File: src/rtl/serdesphy_pll_lock_controller.sv
// PLL lock controller: settles the PFD loop, measures UP/DOWN balance per window,
// steps the coarse VCO band toward balance and reports lock or range exhaustion.
module serdesphy_pll_lock_controller #(
    parameter int SETTLE_CYCLES = 256,
    parameter int WINDOW_LOG2   = 6,
    parameter int LOCK_THRESH   = 4,
    parameter int LOCK_COUNT    = 4,
    parameter int BAND_W        = 4
) (
    input  logic              clk_feedback,
    input  logic              rst_n,
    input  logic              start,
    input  logic              up_pulse,
    input  logic              down_pulse,
    output logic              pfd_enable,
    output logic [BAND_W-1:0] band_sel,
    output logic              locked,
    output logic              cal_error,
    output logic [2:0]        state
);

    localparam int SW = (SETTLE_CYCLES > 2) ? $clog2(SETTLE_CYCLES) : 1;
    localparam int CW = WINDOW_LOG2 + 1;
    localparam int DW = WINDOW_LOG2 + 2;
    localparam int GW = $clog2(LOCK_COUNT + 1);

    localparam logic [SW-1:0]     SETTLE_LAST = SW'(SETTLE_CYCLES - 1);
    localparam logic [DW-1:0]     THR         = DW'(LOCK_THRESH);
    localparam logic [GW-1:0]     GOOD_LAST   = GW'(LOCK_COUNT - 1);
    localparam logic [BAND_W-1:0] BAND_MID    = {1'b1, {(BAND_W-1){1'b0}}};
    localparam logic [BAND_W-1:0] BAND_MAX    = '1;

    typedef enum logic [2:0] {
        S_IDLE    = 3'd0,
        S_SETTLE  = 3'd1,
        S_MEASURE = 3'd2,
        S_ADJUST  = 3'd3,
        S_LOCKED  = 3'd4,
        S_FAIL    = 3'd5
    } state_e;

    state_e                 state_q, state_d;
    logic [1:0]             up_s_q, dn_s_q;
    logic [SW-1:0]          settle_q, settle_d;
    logic [WINDOW_LOG2-1:0] win_q, win_d;
    logic [CW-1:0]          up_q, up_d, dn_q, dn_d;
    logic [GW-1:0]          good_q, good_d;
    logic                   miss_q, miss_d;
    logic                   dpos_q, dpos_d;
    logic [BAND_W-1:0]      band_q, band_d;
    logic                   pfd_q, pfd_d;
    logic                   locked_q, locked_d;
    logic                   calerr_q, calerr_d;

    logic [CW-1:0]        up_nx, dn_nx;
    logic signed [DW-1:0] diff;
    logic [DW-1:0]        mag;
    logic                 bal;
    logic                 win_end;

    always_comb begin
        up_nx   = up_q + CW'(up_s_q[1]);
        dn_nx   = dn_q + CW'(dn_s_q[1]);
        diff    = $signed({1'b0, up_nx}) - $signed({1'b0, dn_nx});
        mag     = diff[DW-1] ? DW'(-diff) : DW'(diff);
        bal     = (mag <= THR);
        win_end = &win_q;
    end

    always_comb begin
        state_d  = state_q;
        settle_d = settle_q;
        win_d    = win_q;
        up_d     = up_q;
        dn_d     = dn_q;
        good_d   = good_q;
        miss_d   = miss_q;
        dpos_d   = dpos_q;
        band_d   = band_q;
        if (!start) begin
            state_d  = S_IDLE;
            settle_d = '0;
            win_d    = '0;
            up_d     = '0;
            dn_d     = '0;
            good_d   = '0;
            miss_d   = 1'b0;
            band_d   = BAND_MID;
        end else begin
            case (state_q)
                S_IDLE: begin
                    state_d  = S_SETTLE;
                    settle_d = '0;
                end
                S_SETTLE: begin
                    if (settle_q == SETTLE_LAST) begin
                        state_d = S_MEASURE;
                        win_d   = '0;
                        up_d    = '0;
                        dn_d    = '0;
                    end else begin
                        settle_d = settle_q + 1'b1;
                    end
                end
                S_MEASURE, S_LOCKED: begin
                    win_d = win_q + 1'b1;
                    up_d  = up_nx;
                    dn_d  = dn_nx;
                    if (win_end) begin
                        up_d = '0;
                        dn_d = '0;
                        if (state_q == S_MEASURE) begin
                            if (bal) begin
                                good_d = good_q + 1'b1;
                                if (good_q == GOOD_LAST) begin
                                    state_d = S_LOCKED;
                                    miss_d  = 1'b0;
                                end
                            end else begin
                                good_d  = '0;
                                dpos_d  = ~diff[DW-1];
                                state_d = S_ADJUST;
                            end
                        end else if (bal) begin
                            miss_d = 1'b0;
                        end else if (miss_q) begin
                            // second miss in a row: lock lost, keep band
                            state_d = S_MEASURE;
                            good_d  = '0;
                            miss_d  = 1'b0;
                        end else begin
                            miss_d = 1'b1;
                        end
                    end
                end
                S_ADJUST: begin
                    settle_d = '0;
                    if (dpos_q) begin
                        if (band_q == BAND_MAX) state_d = S_FAIL;
                        else begin
                            band_d  = band_q + 1'b1;
                            state_d = S_SETTLE;
                        end
                    end else begin
                        if (band_q == '0) state_d = S_FAIL;
                        else begin
                            band_d  = band_q - 1'b1;
                            state_d = S_SETTLE;
                        end
                    end
                end
                S_FAIL: state_d = S_FAIL;
                default: state_d = S_IDLE;
            endcase
        end
        pfd_d    = (state_d == S_SETTLE) || (state_d == S_MEASURE) ||
                   (state_d == S_ADJUST) || (state_d == S_LOCKED);
        locked_d = (state_d == S_LOCKED);
        calerr_d = (state_d == S_FAIL);
    end

    always_ff @(posedge clk_feedback or negedge rst_n) begin
        if (!rst_n) begin
            state_q  <= S_IDLE;
            up_s_q   <= '0;
            dn_s_q   <= '0;
            settle_q <= '0;
            win_q    <= '0;
            up_q     <= '0;
            dn_q     <= '0;
            good_q   <= '0;
            miss_q   <= 1'b0;
            dpos_q   <= 1'b0;
            band_q   <= BAND_MID;
            pfd_q    <= 1'b0;
            locked_q <= 1'b0;
            calerr_q <= 1'b0;
        end else begin
            state_q  <= state_d;
            up_s_q   <= {up_s_q[0], up_pulse};
            dn_s_q   <= {dn_s_q[0], down_pulse};
            settle_q <= settle_d;
            win_q    <= win_d;
            up_q     <= up_d;
            dn_q     <= dn_d;
            good_q   <= good_d;
            miss_q   <= miss_d;
            dpos_q   <= dpos_d;
            band_q   <= band_d;
            pfd_q    <= pfd_d;
            locked_q <= locked_d;
            calerr_q <= calerr_d;
        end
    end

    assign pfd_enable = pfd_q;
    assign band_sel   = band_q;
    assign locked     = locked_q;
    assign cal_error  = calerr_q;
    assign state      = state_q;

endmodule
File: config.mk
export PLATFORM = sky130hd
export DESIGN_NAME = serdesphy_pll_lock_controller
export DESIGN_NICKNAME = d
export VERILOG_FILES = /design/src/rtl/serdesphy_pll_lock_controller.sv
export SDC_FILE = /design/constraint.sdc
export NUM_CORES = 1
export LEC_CHECK = 0
export ABC_AREA = 1
export BUFFER_PORTS_ARGS = -buffer_cell sky130_fd_sc_hd__clkbuf_2
export CORE_UTILIZATION = 51
export CTS_CLUSTER_DIAMETER = 200
export DETAILED_ROUTE_END_ITERATION = 7
export HOLD_SLACK_MARGIN = 0.06
export PLACE_DENSITY = 0.69
export SLEW_MARGIN = 25
export SYNTH_ARGS = -nofsm -noshare
export SYNTH_HDL_FRONTEND = slang
export SYNTH_SLANG_ARGS = --single-unit
export TNS_END_PERCENT = 1
File: constraint.sdc
create_clock -name clk_feedback -period 6.8 [get_ports clk_feedback]
set_clock_uncertainty 0.05 [all_clocks]
set_input_delay 0.68 -clock clk_feedback [delete_from_list [all_inputs] [get_ports clk_feedback]]
set_output_delay 0.68 -clock clk_feedback [all_outputs]
set_load 0.05 [all_outputs]
Word-level counts from Yosys, hierarchy flattened
Index checks and enable logic that the tools add are counted.
{ "totals": {"word_cells": 112, "in_bits": 5, "ff_bits": 47, "out_inout_bits": 10} }
{ "op_classes": {"muxes": 46, "bitwise_logic": 2, "magnitude_cmp": 1, "n_addsub": 9, "reduce_logical": 14, "eq_ne": 26} }
{ "op_table": {"columns": ["op", "n"], "rows": [
  ["$mux 3", 18],
  ["$mux 7", 5],
  ["$pmux 7 s2", 2],
  ["$mux 8", 3],
  ["$mux 4", 5],
  ["$pmux 8 s2", 1],
  ["$eq 3x2->1 const B", 5],
  ["$ne 3x3->1 const B", 5],
  ["$pmux 3 s5", 1],
  ["$add 7x1->7", 2],
  ["$eq 3x3->1 const B", 4],
  ["$mux 6", 2],
  ["$pmux 6 s2", 1],
  ["$reduce_and 10->1", 1],
  ["$ne 3x2->1 const B", 3],
  ["$add 8x1->8 const B", 1],
  ["$eq 8x8->1 const B", 1],
  ["$le 8x3->1 const B", 1],
  ["$mux 1", 8],
  ["$neg 8->8", 1],
  ["$reduce_and 4->1", 2],
  ["$sub 7x7->8", 1],
  ["$add 6x1->6 const B", 1],
  ["$eq 3x1->1 const B", 2],
  ["other kinds (14)", 22]
]} }

Longest topological paths before layout
{ "logic_depth": {"depth_word": 14, "mapped_depth": 28, "depth_no_buf": 28} }

Least setup slack after synthesis
No wires, ideal clock.
{ "synth_path": {"path_type": "register -> register", "from": "register up_s_q[1]", "to": "register pfd_q, in the netlist pfd_enable", "setup_ns": 0.117, "slack_ns": 3.594, "arrival_ns": 3.039, "path_stages_with_launch": 25, "required_time_ns": 6.633, "path_cell_list": "dfrtp_1 ha_1 ha_1 nand3_1 inv_1 nand3_1 xor2_1 inv_1 ha_1 a21oi_1 nand2_4 inv_2 nand3_1 nand2_2 nand2_2 nor2_4 nand2_4 nand2_1 nand2_1 nand2_1 nand2_1 nand2_1 nand2_2 nand2_1 nand2_1"} }
{ "synth_between": {"elab_chain_cells": 14, "word_cells_on_any_way": 18, "classes_between": "add/sub: 3; order compare: 1; eq/ne: 4; mux: 7; reduce/logical: 3"} }
{ "synth_lines": {"columns": ["item", "line_no", "text"], "rows": [
  ["start, declared", "43", "logic [1:0] up_s_q, dn_s_q;"],
  ["start signal, assigned", "180", "up_s_q <= {up_s_q[0], up_pulse};"],
  ["$add 7x1->7 (*)", "62", "up_nx = up_q + CW'(up_s_q[1]);"],
  ["$sub 7x7->8 (*)", "64", "diff = $signed({1'b0, up_nx}) - $signed({1'b0, dn_nx});"],
  ["$neg 8->8", "65", "mag = diff[DW-1] ? DW'(-diff) : DW'(diff);"],
  ["$mux 8 (*)", "65", null],
  ["$le 8x3->1 (*)", "66", "bal = (mag <= THR);"],
  ["$mux 3 (on tied branches)", "124, 113", null],
  ["$mux 3 (*)", "112", "if (state_q == S_MEASURE) begin"],
  ["$mux 3 (*)", "109", "if (win_end) begin"],
  ["$pmux 3 s5 (*)", "90", "case (state_q)"],
  ["$mux 3 (*)", "80", "if (!start) begin"],
  ["$eq 3x1->1 / $eq 3x2->1 (equally long branches)", "156", "pfd_d = (state_d == S_SETTLE) || (state_d == S_MEASURE) ||"],
  ["$logic_or 1x1->1 (2 in series)", "156", null],
  ["$logic_or 1x1->1 (*)", "157", "(state_d == S_ADJUST) || (state_d == S_LOCKED);"],
  ["named net pfd_d", "51", "logic pfd_q, pfd_d;"],
  ["end signal, assigned", "190", "pfd_q <= pfd_d;"],
  ["end, declared", "51", null]
]} }
The timed path passes the listed nets; every way through them passes the cells marked *.
A chain may end at the register's enable or synchronous reset.

Worst setup path in the final report
Ends and elaborated chain as after synthesis.

==> reports/qor.yml <==
outcome: "completed"
r2r-end: "pfd_enable$_DFF_PN0_"
rows: 28
yosysMostFrequentCell: "nand2_1"
grt_pass1_vias: 2500
synth_top_area_share_pct: 36.6
tightestPinTransition_ps: 852
antenna_found_initial: 0
cts_htree_levels: 2
cts-root-buf: "clkbuf_8"
worstSetupStartpointType: "flip-flop"
clkTransAtPathRegs_ps: 100
dp.cells: 519
p_sw_uw: 162
internal_power_uw: 427
synthesis.area_mm2: 0.00314
drt_wl_total_um: 6460
start_util_pct: 53.1
cts_tree: "yes"
register_area_mm2: 0.00118
fin_nets: 473
maxCapViolCount: 0
hold-path-endpoint: "dn_s_q[1]$_DFF_PN0_"
dpl.hpwl_um: 4790
die_y_um: 80.5
synthTopCellsByCount: "nand2_1, inv_1, dfrtp_1"
final_cells: 527
syn_to_final_growth_pct: 8.71
syn_nets: 455
required_ps: 6960
ys_seq_elements: 47
cts-resized-gates: 0
critPathMaxFanout: 7
cp_common_cell: "nand2_1"
slowest_delay_ps: 490
fill_cells: 578
arrival_ps: 3700
leakage_uw: 0.00174
crit_family: "simple AND/OR/NAND/NOR gates"
ys.flop_type: "dfrtp_1"
comb_power_share_pct: 12.6
slowest_stage: "a21oi_1"
synth_edf_count: 0
p_per_area_mw_per_mm2: 172
ys_types: 34
grt_usage_pct: 22.4
vias_per_cell: 5.20
pwr-share-clk_pct: 37.9
gp_congestion: 0.840
postRouteAntennaNets: 0
rsz0062_at_grt: "no"
route.vias.total: 2738
remaining_drc_errors: 0
grt_overflow: 0
peakVddDrop_mv: 0.128
drive_gt1_share_pct: 13.1
netSwitchingFraction_pct: 27.5
p_seq_share_pct: 49.5
critPathKind: "reg -> reg"
syn_avg_cell_area_um2: 7.26
io_buffers: 14
hold_viol: 0
whs_path_depth: 0
yosysWarningCount: 0
crit_path_end_kind: "flip-flop"
drt_pass1_iterations: 5
clk_latency_ps: 310
cts_buffers: 5
reg2reg_depth: 24
n_antenna_cell: 0
finalSetupViolations: 0
dieArea_mm2: 0.00648
crit_chain: "ha_1, ha_1, nand3_1, inv_1, nand3_1, xor2_1, inv_1, ha_1, a21oi_1, nand2_4, inv_2, nand3_1, nand2_2, nand2_2, nor2_4, nand2_4, nand2_1, nand2_1, nand2_1, nand2_1, nand2_1, nand2_2, nand2_1, nand2_1"
period_share_pct: 52.1
multi_input_area_mm2: 0.00167
yosys-top-cells-area: "dfrtp_1, nand2_1, inv_1, ha_1, nand3_1"
drv_slew: 0
fmax_mhz: 283
cts_hold_buf: 0
grt_pass1_wl_um: 11200
drtIter0Drc: 163
crit_buf_inv: 3
rrSetupSlack_ps: 3260
synthCells: 433
async_flop_share_pct: 100
rr_startpoint: "up_s_q[1]$_DFF_PN0_"
die_w_um: 80.5
clock_path_buffers: 2
tns_ps: 0
grt_start_max_net_pins: 48
clock_sinks: 47
wl_per_cell_um: 12.3
num_io_pins: 15
synth.largest_area_cell: "dfrtp_1"
layout_min_cycle_time_ps: 3540
postCtsSetupRepairBufs: 0
core_area_mm2: 0.00592
worstHoldStart: "dn_s_q[0]$_DFF_PN0_"
hold_path_class: "reg -> reg"
slew_headroom_pct: 43.0
yosysSeqAreaShare_pct: 37.4
-- state kept, by name, summed over array words and instances (netlist names), 2 cells and up --
signal / cells
settle_q: 8
dn_q: 7
up_q: 7
win_q: 6
band_sel: 4
good_q: 3
state: 3
dn_s_q: 2
up_s_q: 2
-- power groups by stage --
stage | clock (uW) | combinational, uW | sequential (uW)
3_5_place_dp | 0 | 74.4 | 297
6_report | 223 | 74.4 | 291
5_1_grt | 239 | 84.2 | 292
4_1_cts | 227 | 74.8 | 291
3_3_place_gp | 0 | 73.5 | 297
2_1_floorplan | 0 | 41.5 | 309
-- worst max path at each step --
stage	startpoint	end	slack, ps	cells after the start
after floorplan	up_s_q[1]$_DFF_PN0_	pfd_enable$_DFF_PN0_	3590	24
after global placement	up_q[0]$_DFFE_PN0P_	pfd_enable$_DFF_PN0_	3370	24
after detailed placement	up_s_q[1]$_DFF_PN0_	pfd_enable$_DFF_PN0_	3270	24
after CTS	up_s_q[1]$_DFF_PN0_	pfd_enable$_DFF_PN0_	3260	24
after global routing	up_q[0]$_DFFE_PN0P_	pfd_enable$_DFF_PN0_	2780	25
final	up_s_q[1]$_DFF_PN0_	pfd_enable$_DFF_PN0_	3260	24
-- cells in the final DEF (no fill, tap or decap), types with 14 or more instances in the layout --
| cell | Yosys | final |
|---|---|---|
| nand2_1 | 117 | 117 |
| inv_1 | 67 | 67 |
| dfrtp_1 | 46 | 46 |
| nand3_1 | 35 | 35 |
| nor2_1 | 27 | 27 |
| o21ai_0 | 20 | 20 |
| nand2_2 | 16 | 16 |
| o22ai_1 | 16 | 16 |
| a21oi_1 | 15 | 15 |
| ha_1 | 15 | 15 |
| clkbuf_2 | 0 | 14 |
-- logic make-up (layout without fill, tap and decap cells) --
family | count (synthesis) | count (layout) | synth area share (%)
AO/OA/AOI/OAI | 59 | 59 | 10.7
flip-flops | 47 | 47 | 37.4
buffers and inverters | 79 | 98 | 9.55
adder cells (fa/ha/maj) | 17 | 17 | 7.24
XOR/XNOR | 8 | 8 | 2.23
AND/OR/NAND/NOR | 223 | 223 | 32.9
-- area by class of cell --
| class | count | share of cell area [%] |
|---|---|---|
| Multi-Input combinational cell | 307 | 48.8 |
| Sequential cell | 47 | 34.4 |
| Inverter | 75 | 8.24 |
| Tap cell | 75 | 2.75 |
| Clock buffer | 6 | 2.42 |
| Timing Repair Buffer | 15 | 2.27 |
| Clock inverter | 2 | 1.13 |
-- metal layers --
layer / up-vias / GRT usage (%) / routed length [um]
li1: 1437 / - / -
met1: 1246 / 31.4 / 3250
met2: 50 / 36.3 / 2890
met3: 5 / 3.75 / 263
met4: 0 / 4.64 / 57
met5: - / 0 / 0
-- stage by stage --
step	hold slack (ps)	setup WS (ps)	instance area, um^2	total power [uW]	util, %
after floorplan	281	3590	3140	350	-
after global placement	285	3370	3300	370	55.7
after detailed placement	291	3270	3300	371	55.7
after CTS	312	3260	3420	593	57.7
after global routing	316	2780	3420	616	57.7
final	308	3260	3420	589	57.7
No activity file was read; power rests on OpenSTA's default activity.
